`src/rtl/cpu_pkg.sv`:
```
// Shared CPU definitions: instruction width, opcode constants and the fetch
// stage state encoding. ST_HALT exists only when FETCH_MISALIGN_EN is defined.
package cpu_pkg;

  localparam int INSTR_WIDTH = 32;

  localparam logic [6:0] R_TYPE = 7'b0110011;
  localparam logic [6:0] LOAD   = 7'b0000011;
  localparam logic [6:0] STORE  = 7'b0100011;
  localparam logic [6:0] BRANCH = 7'b1100011;

  typedef enum logic [1:0] {
    ST_RUN   = 2'd0,
    ST_DRAIN = 2'd1
`ifdef FETCH_MISALIGN_EN
    ,
    ST_HALT  = 2'd2
`endif
  } fetch_state_t;

endpackage

```
`src/rtl/fetch_fifo.sv`:
```
// Instruction buffer: DEPTH x WIDTH synchronous FIFO with push, pop, flush and
// an occupancy count. Head entry is always visible on rdata. DEPTH must be a
// power of two so the pointers wrap naturally. Unaffected by FETCH_MISALIGN_EN.
module fetch_fifo #(
  parameter int DEPTH = 2,
  parameter int WIDTH = 96,
  localparam int AW = $clog2(DEPTH),
  localparam int CW = AW + 1
) (
  input  logic             clk,
  input  logic             rst,
  input  logic             push,
  input  logic             pop,
  input  logic             flush,
  input  logic [WIDTH-1:0] wdata,
  output logic [WIDTH-1:0] rdata,
  output logic [CW-1:0]    count
);

  logic [WIDTH-1:0] mem [DEPTH];
  logic [AW-1:0]    wr_ptr;
  logic [AW-1:0]    rd_ptr;
  logic             do_pop;
  logic             do_push;

  // A pop frees a slot in the same cycle, so push and pop on a full buffer both occur.
  assign do_pop  = pop && (count != '0);
  assign do_push = push && ((count < CW'(DEPTH)) || do_pop);
  assign rdata   = mem[rd_ptr];

  // Pointer and occupancy bookkeeping; flush empties the buffer at the edge.
  always_ff @(posedge clk or posedge rst) begin
    if (rst) begin
      wr_ptr <= '0;
      rd_ptr <= '0;
      count  <= '0;
    end else if (flush) begin
      wr_ptr <= '0;
      rd_ptr <= '0;
      count  <= '0;
    end else begin
      if (do_push) wr_ptr <= wr_ptr + AW'(1);
      if (do_pop)  rd_ptr <= rd_ptr + AW'(1);
      count <= count + CW'(do_push) - CW'(do_pop);
    end
  end

  // Storage array; data needs no reset because count gates its visibility.
  always_ff @(posedge clk) begin
    if (do_push && !flush) mem[wr_ptr] <= wdata;
  end

endmodule

```
`src/rtl/instr_fetch.sv`:
```
// Instruction fetch stage: owns the PC, fetches 32-bit words over a req/valid
// handshake, buffers {instr, pc} in fetch_fifo and hands them to decode.
// Optional feature FETCH_MISALIGN_EN adds the misalign output and HALT state
// for redirect targets with nonzero low bits; without it those bits are cleared.
//
// Handshakes:
//   imem: imem_req/imem_addr are registered and held until imem_valid is seen
//         high in a cycle where imem_req is high; that cycle completes the fetch.
//   out:  a transfer happens on a rising edge where out_valid && out_ready;
//         out_* are stable while out_valid is high and the entry is not taken.
import cpu_pkg::*;

module instr_fetch #(
  parameter int                PC_WIDTH = 64,
  parameter logic [PC_WIDTH-1:0] RESET_PC = '0,
  parameter int                DEPTH    = 2
) (
  input  logic                clk,
  input  logic                rst,
  output logic                imem_req,
  output logic [PC_WIDTH-1:0] imem_addr,
  input  logic                imem_valid,
  input  logic [31:0]         imem_rdata,
  input  logic                redirect,
  input  logic [PC_WIDTH-1:0] redirect_pc,
  output logic                out_valid,
  input  logic                out_ready,
  output logic [31:0]         out_instr,
  output logic [6:0]          out_opcode,
  output logic [PC_WIDTH-1:0] out_pc
`ifdef FETCH_MISALIGN_EN
  ,
  output logic                misalign
`endif
);

  localparam int CW = $clog2(DEPTH) + 1;
  localparam int EW = INSTR_WIDTH + PC_WIDTH;

  fetch_state_t        state;
  logic [PC_WIDTH-1:0] fetch_pc;
  logic [PC_WIDTH-1:0] pending_pc;
  logic [PC_WIDTH-1:0] tgt_pc;
  logic [PC_WIDTH-1:0] drain_pc;
  logic [CW-1:0]       count;
  logic [CW-1:0]       occ_next;
  logic [EW-1:0]       head;
  logic                pop;
  logic                outstanding;
  logic                push;
`ifdef FETCH_MISALIGN_EN
  logic                tgt_bad;
  logic                pending_bad;
  logic                drain_bad;
`endif

  // Redirect target legality: with the feature, low bits flag a misaligned target.
`ifdef FETCH_MISALIGN_EN
  assign tgt_pc    = redirect_pc;
  assign tgt_bad   = |redirect_pc[1:0];
  assign drain_bad = redirect ? tgt_bad : pending_bad;
`else
  assign tgt_pc    = redirect_pc & ~PC_WIDTH'(3);
`endif

  // A redirect on the very cycle the old response lands takes priority over the pending target.
  assign drain_pc    = redirect ? tgt_pc : pending_pc;
  assign pop         = out_valid && out_ready;
  assign outstanding = imem_req && !imem_valid;
  assign push        = imem_req && imem_valid && (state == ST_RUN) && !redirect;
  assign occ_next    = redirect ? '0 : (count + CW'(push) - CW'(pop));

  assign imem_addr  = fetch_pc;
  assign out_valid  = (count != '0);
  assign out_instr  = head[EW-1:PC_WIDTH];
  assign out_pc     = head[PC_WIDTH-1:0];
  assign out_opcode = out_instr[6:0];

  fetch_fifo #(
    .DEPTH (DEPTH),
    .WIDTH (EW)
  ) u_fifo (
    .clk   (clk),
    .rst   (rst),
    .push  (push),
    .pop   (pop),
    .flush (redirect),
    .wdata ({imem_rdata, fetch_pc}),
    .rdata (head),
    .count (count)
  );

  // Fetch FSM: sequences requests, redirects and draining of a stale in-flight fetch.
  always_ff @(posedge clk or posedge rst) begin
    if (rst) begin
      state      <= ST_RUN;
      fetch_pc   <= RESET_PC;
      pending_pc <= RESET_PC;
      imem_req   <= 1'b0;
`ifdef FETCH_MISALIGN_EN
      pending_bad <= 1'b0;
      misalign    <= 1'b0;
`endif
    end else begin
`ifdef FETCH_MISALIGN_EN
      if (redirect) misalign <= tgt_bad;
`endif
      case (state)
        ST_RUN: begin
          if (redirect) begin
            if (outstanding) begin
              // Old request must complete first; its address stays on the bus.
              pending_pc <= tgt_pc;
`ifdef FETCH_MISALIGN_EN
              pending_bad <= tgt_bad;
`endif
              state    <= ST_DRAIN;
              imem_req <= 1'b1;
            end
`ifdef FETCH_MISALIGN_EN
            else if (tgt_bad) begin
              state    <= ST_HALT;
              imem_req <= 1'b0;
            end
`endif
            else begin
              fetch_pc <= tgt_pc;
              imem_req <= 1'b1;
            end
          end else begin
            if (push) fetch_pc <= fetch_pc + PC_WIDTH'(4);
            imem_req <= (occ_next < CW'(DEPTH));
          end
        end
        ST_DRAIN: begin
          imem_req <= 1'b1;
          if (redirect) begin
            pending_pc <= tgt_pc;
`ifdef FETCH_MISALIGN_EN
            pending_bad <= tgt_bad;
`endif
          end
          if (imem_valid) begin
`ifdef FETCH_MISALIGN_EN
            if (drain_bad) begin
              state    <= ST_HALT;
              imem_req <= 1'b0;
            end else
`endif
            begin
              fetch_pc <= drain_pc;
              state    <= ST_RUN;
              imem_req <= 1'b1;
            end
          end
        end
`ifdef FETCH_MISALIGN_EN
        ST_HALT: begin
          imem_req <= 1'b0;
          if (redirect && !tgt_bad) begin
            fetch_pc <= tgt_pc;
            state    <= ST_RUN;
            imem_req <= 1'b1;
          end
        end
`endif
        default: begin
          state    <= ST_RUN;
          imem_req <= 1'b0;
        end
      endcase
    end
  end

endmodule
```
`config.mk`:
```
export PLATFORM = sky130hd
export DESIGN_NAME = instr_fetch
export DESIGN_NICKNAME = d
export VERILOG_FILES = /design/src/rtl/cpu_pkg.sv /design/src/rtl/fetch_fifo.sv /design/src/rtl/instr_fetch.sv
export SDC_FILE = /design/constraint.sdc
export NUM_CORES = 1
export LEC_CHECK = 0
export CORE_ASPECT_RATIO = 1.75
export CORE_MARGIN = 1
export CORE_UTILIZATION = 35
export CTS_BUF_LIST = sky130_fd_sc_hd__clkbuf_16
export CTS_CLUSTER_SIZE = 24
export DETAILED_ROUTE_END_ITERATION = 6
export GPL_ROUTABILITY_DRIVEN = 0
export SETUP_SLACK_MARGIN = 0.02
export SYNTH_ARGS = -nofsm -noshare
export SYNTH_HDL_FRONTEND = slang
export SYNTH_SLANG_ARGS = --single-unit
```
`constraint.sdc`:
```
create_clock -name clk -period 13.9 [get_ports clk]
set_clock_uncertainty 0.05 [all_clocks]
set_input_delay 2.78 -clock clk [delete_from_list [all_inputs] [get_ports clk]]
set_output_delay 2.78 -clock clk [all_outputs]
set_load 0.02 [all_outputs]
```
==> impl_metrics.toml <==
[outcome]
outcome = "complete, no violations"

[clocking]
root_buffer = "clkbuf_16"
cts_hold_buf = 0
clk_pin_slew_ns = 0.06
clkLatencyLatePin_ns = 0.57
clock_path_buffers = 3
cts_inserted_buffers = 30
clkSinkCount = 326
cts_resized = 0
postCtsSetupBuffers = 0
htree_num_levels = 1
cts_tree = "built"

[floorplan]
die_height_um = 274
initial_utilization = 0.355
die_w_um = 157
die_area_um2 = 43100
num_rows = 99
io_pins = 270
core_area_um2 = 41600

[min_path]
min_path_type = "register to register"
hold_path_startpoint = "pending_pc[37]$_DFFE_PP0P_"
holdPathStages = 1
worstHoldEndpoint = "pending_pc[37]$_DFFE_PP0P_"

[critical_path]
worstReg2RegEnd = "u_fifo.mem[0][2]$_DFFE_PP_"
reg2reg_depth = 6
rr_startpoint = "state[0]$_DFFE_PP0P_"
cp_data_arrival_time_ns = 3.17
slowest_stage = "dfrtp_4"
critPathMaxFanout = 64
path_cells = "buf_4 -> mux2_2 -> clkdlybuf4s50_1"
rrSetupSlack_ns = 9.86
slowest_delay_ns = 0.99
critical_path_class = "register to output port"
critPathLaunchType = "register"
worst_setup_path_end_kind = "output port"
worst-endpoint-required_ns = 11.07

[global_routing]
grt_pass1_vias = 10326
overflow = 0
grt_pass1_wl_um = 62300
antenna_found_initial = 0
grt_util_all_layers = 0.191
grt_max_degree = 66

[placed_design]
portBuffers = 267
dp_hpwl_um = 28700

[finish]
area_delta_synth_final_pct = 28.2
nFillCells = 3831
drive_above_1_share = 0.180
regArea_um2 = 9120
final_net_count = 1493
n_antenna_cell = 0
multi_input_area_um2 = 5290
layout_common_cells = "clkdlybuf4s50_1 (266), edfxtp_1 (192), mux2_2 (158), dfrtp_1 (133), nand2_1 (81)"
final_common_cell = "clkdlybuf4s50_1"

[yosys]
yosysSeqAreaShare = 0.617
syn-cell-area_um2 = 14800
yosysWarnings = 0
synth_ff_type = "edfxtp_1"
ys_ff_latch = 326
synth_edf_count = 192
yosys.cell_types.count = 75
syn_avg_cell_area_um2 = 12.8
syn_inst = 1157
ys_async_sr_fraction = 0.411
syn-num-nets = 1261

[sta]
tns_ns = 0
slew_headroom = 0.217
rsz0062_at_grt = "false"
setup_violations = 0
slew_viol_final = 0
hold_violations = 0
fin_crit_ns = 6.00
max_freq_ghz = 0.167
worst_slew_pin_slew_ns = 1.17
post-route-period-util = 0.432

[routing]
vias_per_cell = 5.42
ant_nets = 0
drt_wl_total_um = 41600
drt_iter0_markers = 822
dr.pass1.iters = 6
drc_errors = 0
vias = 10657
wl_per_cell_um = 21.1

[pwr]
power.total_uw = 3560
ir_drop_mv = 0.0892
p_leak_uw = 0.00677
power_density_nw_per_um2 = 188

[job]
drv_cap = 0
-- worst max path at each step --
stage / cells after the start / endpoint / startpoint / slack [ns]
2_1_floorplan: 6 / u_fifo.mem[0][0]$_DFFE_PP_ / redirect / 5.31
3_3_place_gp: 7 / u_fifo.mem[0][2]$_DFFE_PP_ / redirect / 7.33
4_1_cts: 3 / out_pc[14] / u_fifo.rd_ptr$_DFFE_PP0P_ / 7.79
6_report: 3 / out_instr[26] / u_fifo.rd_ptr$_DFFE_PP0P_ / 7.90
5_1_grt: 3 / out_pc[18] / u_fifo.rd_ptr$_DFFE_PP0P_ / 7.71
3_5_place_dp: 7 / u_fifo.mem[0][2]$_DFFE_PP_ / redirect / 7.33
-- flip-flops by register name (all words and copies together) (netlist names) --
name / flops
state: 1
u_fifo.wr_ptr: 1
u_fifo.count: 2
imem_addr: 64
pending_pc: 64
u_fifo.rd_ptr: 1
imem_req: 1
u_fifo.mem: 192
-- layout make-up --
cell class	count	share of cell area
clock buffer	31	0.0409
clock inverter	25	0.0134
inverter	15	0.00310
multi-input combinational	736	0.279
sequential	326	0.481
tap	555	0.0366
timing repair buffer	280	0.146
-- logic make-up after synthesis --
family                   Yosys count  synth area share
AO/OA/AOI/OAI                    228             0.105
XOR/XNOR                           5           0.00296
adder cells (fa/ha/maj)            3           0.00254
buffers and inverters             95            0.0277
flip-flops                       326             0.617
multiplexers                     163             0.124
AND/OR/NAND/NOR                  337             0.121
-- cells in the mapped netlist, types with 4 or more instances --
cell type / instances / share of area
buf_4: 7 / 0.0036
buf_2: 22 / 0.0074
o31ai_1: 5 / 0.0025
nand4_1: 28 / 0.012
a31o_2: 4 / 0.0024
a22oi_1: 31 / 0.016
or2_2: 4 / 0.0017
nor2_1: 68 / 0.017
dfrtp_1: 134 / 0.23
o311ai_0: 4 / 0.0024
nor4_2: 4 / 0.0034
a211oi_1: 4 / 0.0020
nor2b_1: 6 / 0.0025
buf_1: 4 / 0.0010
a22o_1: 7 / 0.0041
nand3_1: 35 / 0.012
mux2_2: 158 / 0.12
a41oi_1: 8 / 0.0047
and4_1: 12 / 0.0071
inv_1: 15 / 0.0038
nor4_1: 10 / 0.0042
o211ai_1: 10 / 0.0051
o21ai_1: 9 / 0.0030
clkbuf_1: 47 / 0.012
nor3_1: 24 / 0.0081
mux2i_1: 4 / 0.0027
o21ai_0: 50 / 0.017
and3_1: 28 / 0.012
and2_1: 13 / 0.0055
a31oi_1: 11 / 0.0047
o2bb2ai_1: 5 / 0.0030
a21oi_1: 40 / 0.014
nand2_1: 81 / 0.021
edfxtp_1: 192 / 0.39
-- power breakdown --
part           total [uW]  switching, uW  internal (uW)  leakage (uW)
Sequential           1530            275           1260       0.00337
Clock                 864            367            497      0.000515
Combinational        1160            601            564       0.00289
-- metrics by stage --
stage / setup slack (ns) / instances / util / hold WS, ns / cell area (um2)
after detailed placement: 7.33 / 1912 / 0.431 / 0.427 / 17900
after CTS: 7.79 / 1968 / 0.456 / 0.446 / 19000
after floorplan: 5.31 / 1157 / - / 0.403 / 14800
after global routing: 7.71 / 1968 / 0.456 / 0.467 / 19000
after global placement: 7.33 / 1912 / 0.431 / 0.420 / 17900
final: 7.90 / 1968 / 0.456 / 0.447 / 19000
-- critical path: cells and delay by family, from the launching register on --
family,cells,cell delay [ns]
mux,1,0.39
buf+inv,2,1.15
flops,1,0.99
-- per-layer routing --
layer / track usage / share of wire / up-vias
met5: 0 / 0 / -
met2: 0.333 / 0.52 / 424
li1: - / - / 4897
met1: 0.241 / 0.39 / 5260
met4: 0.0728 / 0.035 / 0
met3: 0.0199 / 0.055 / 76
Power figures use the tool's default switching activity.
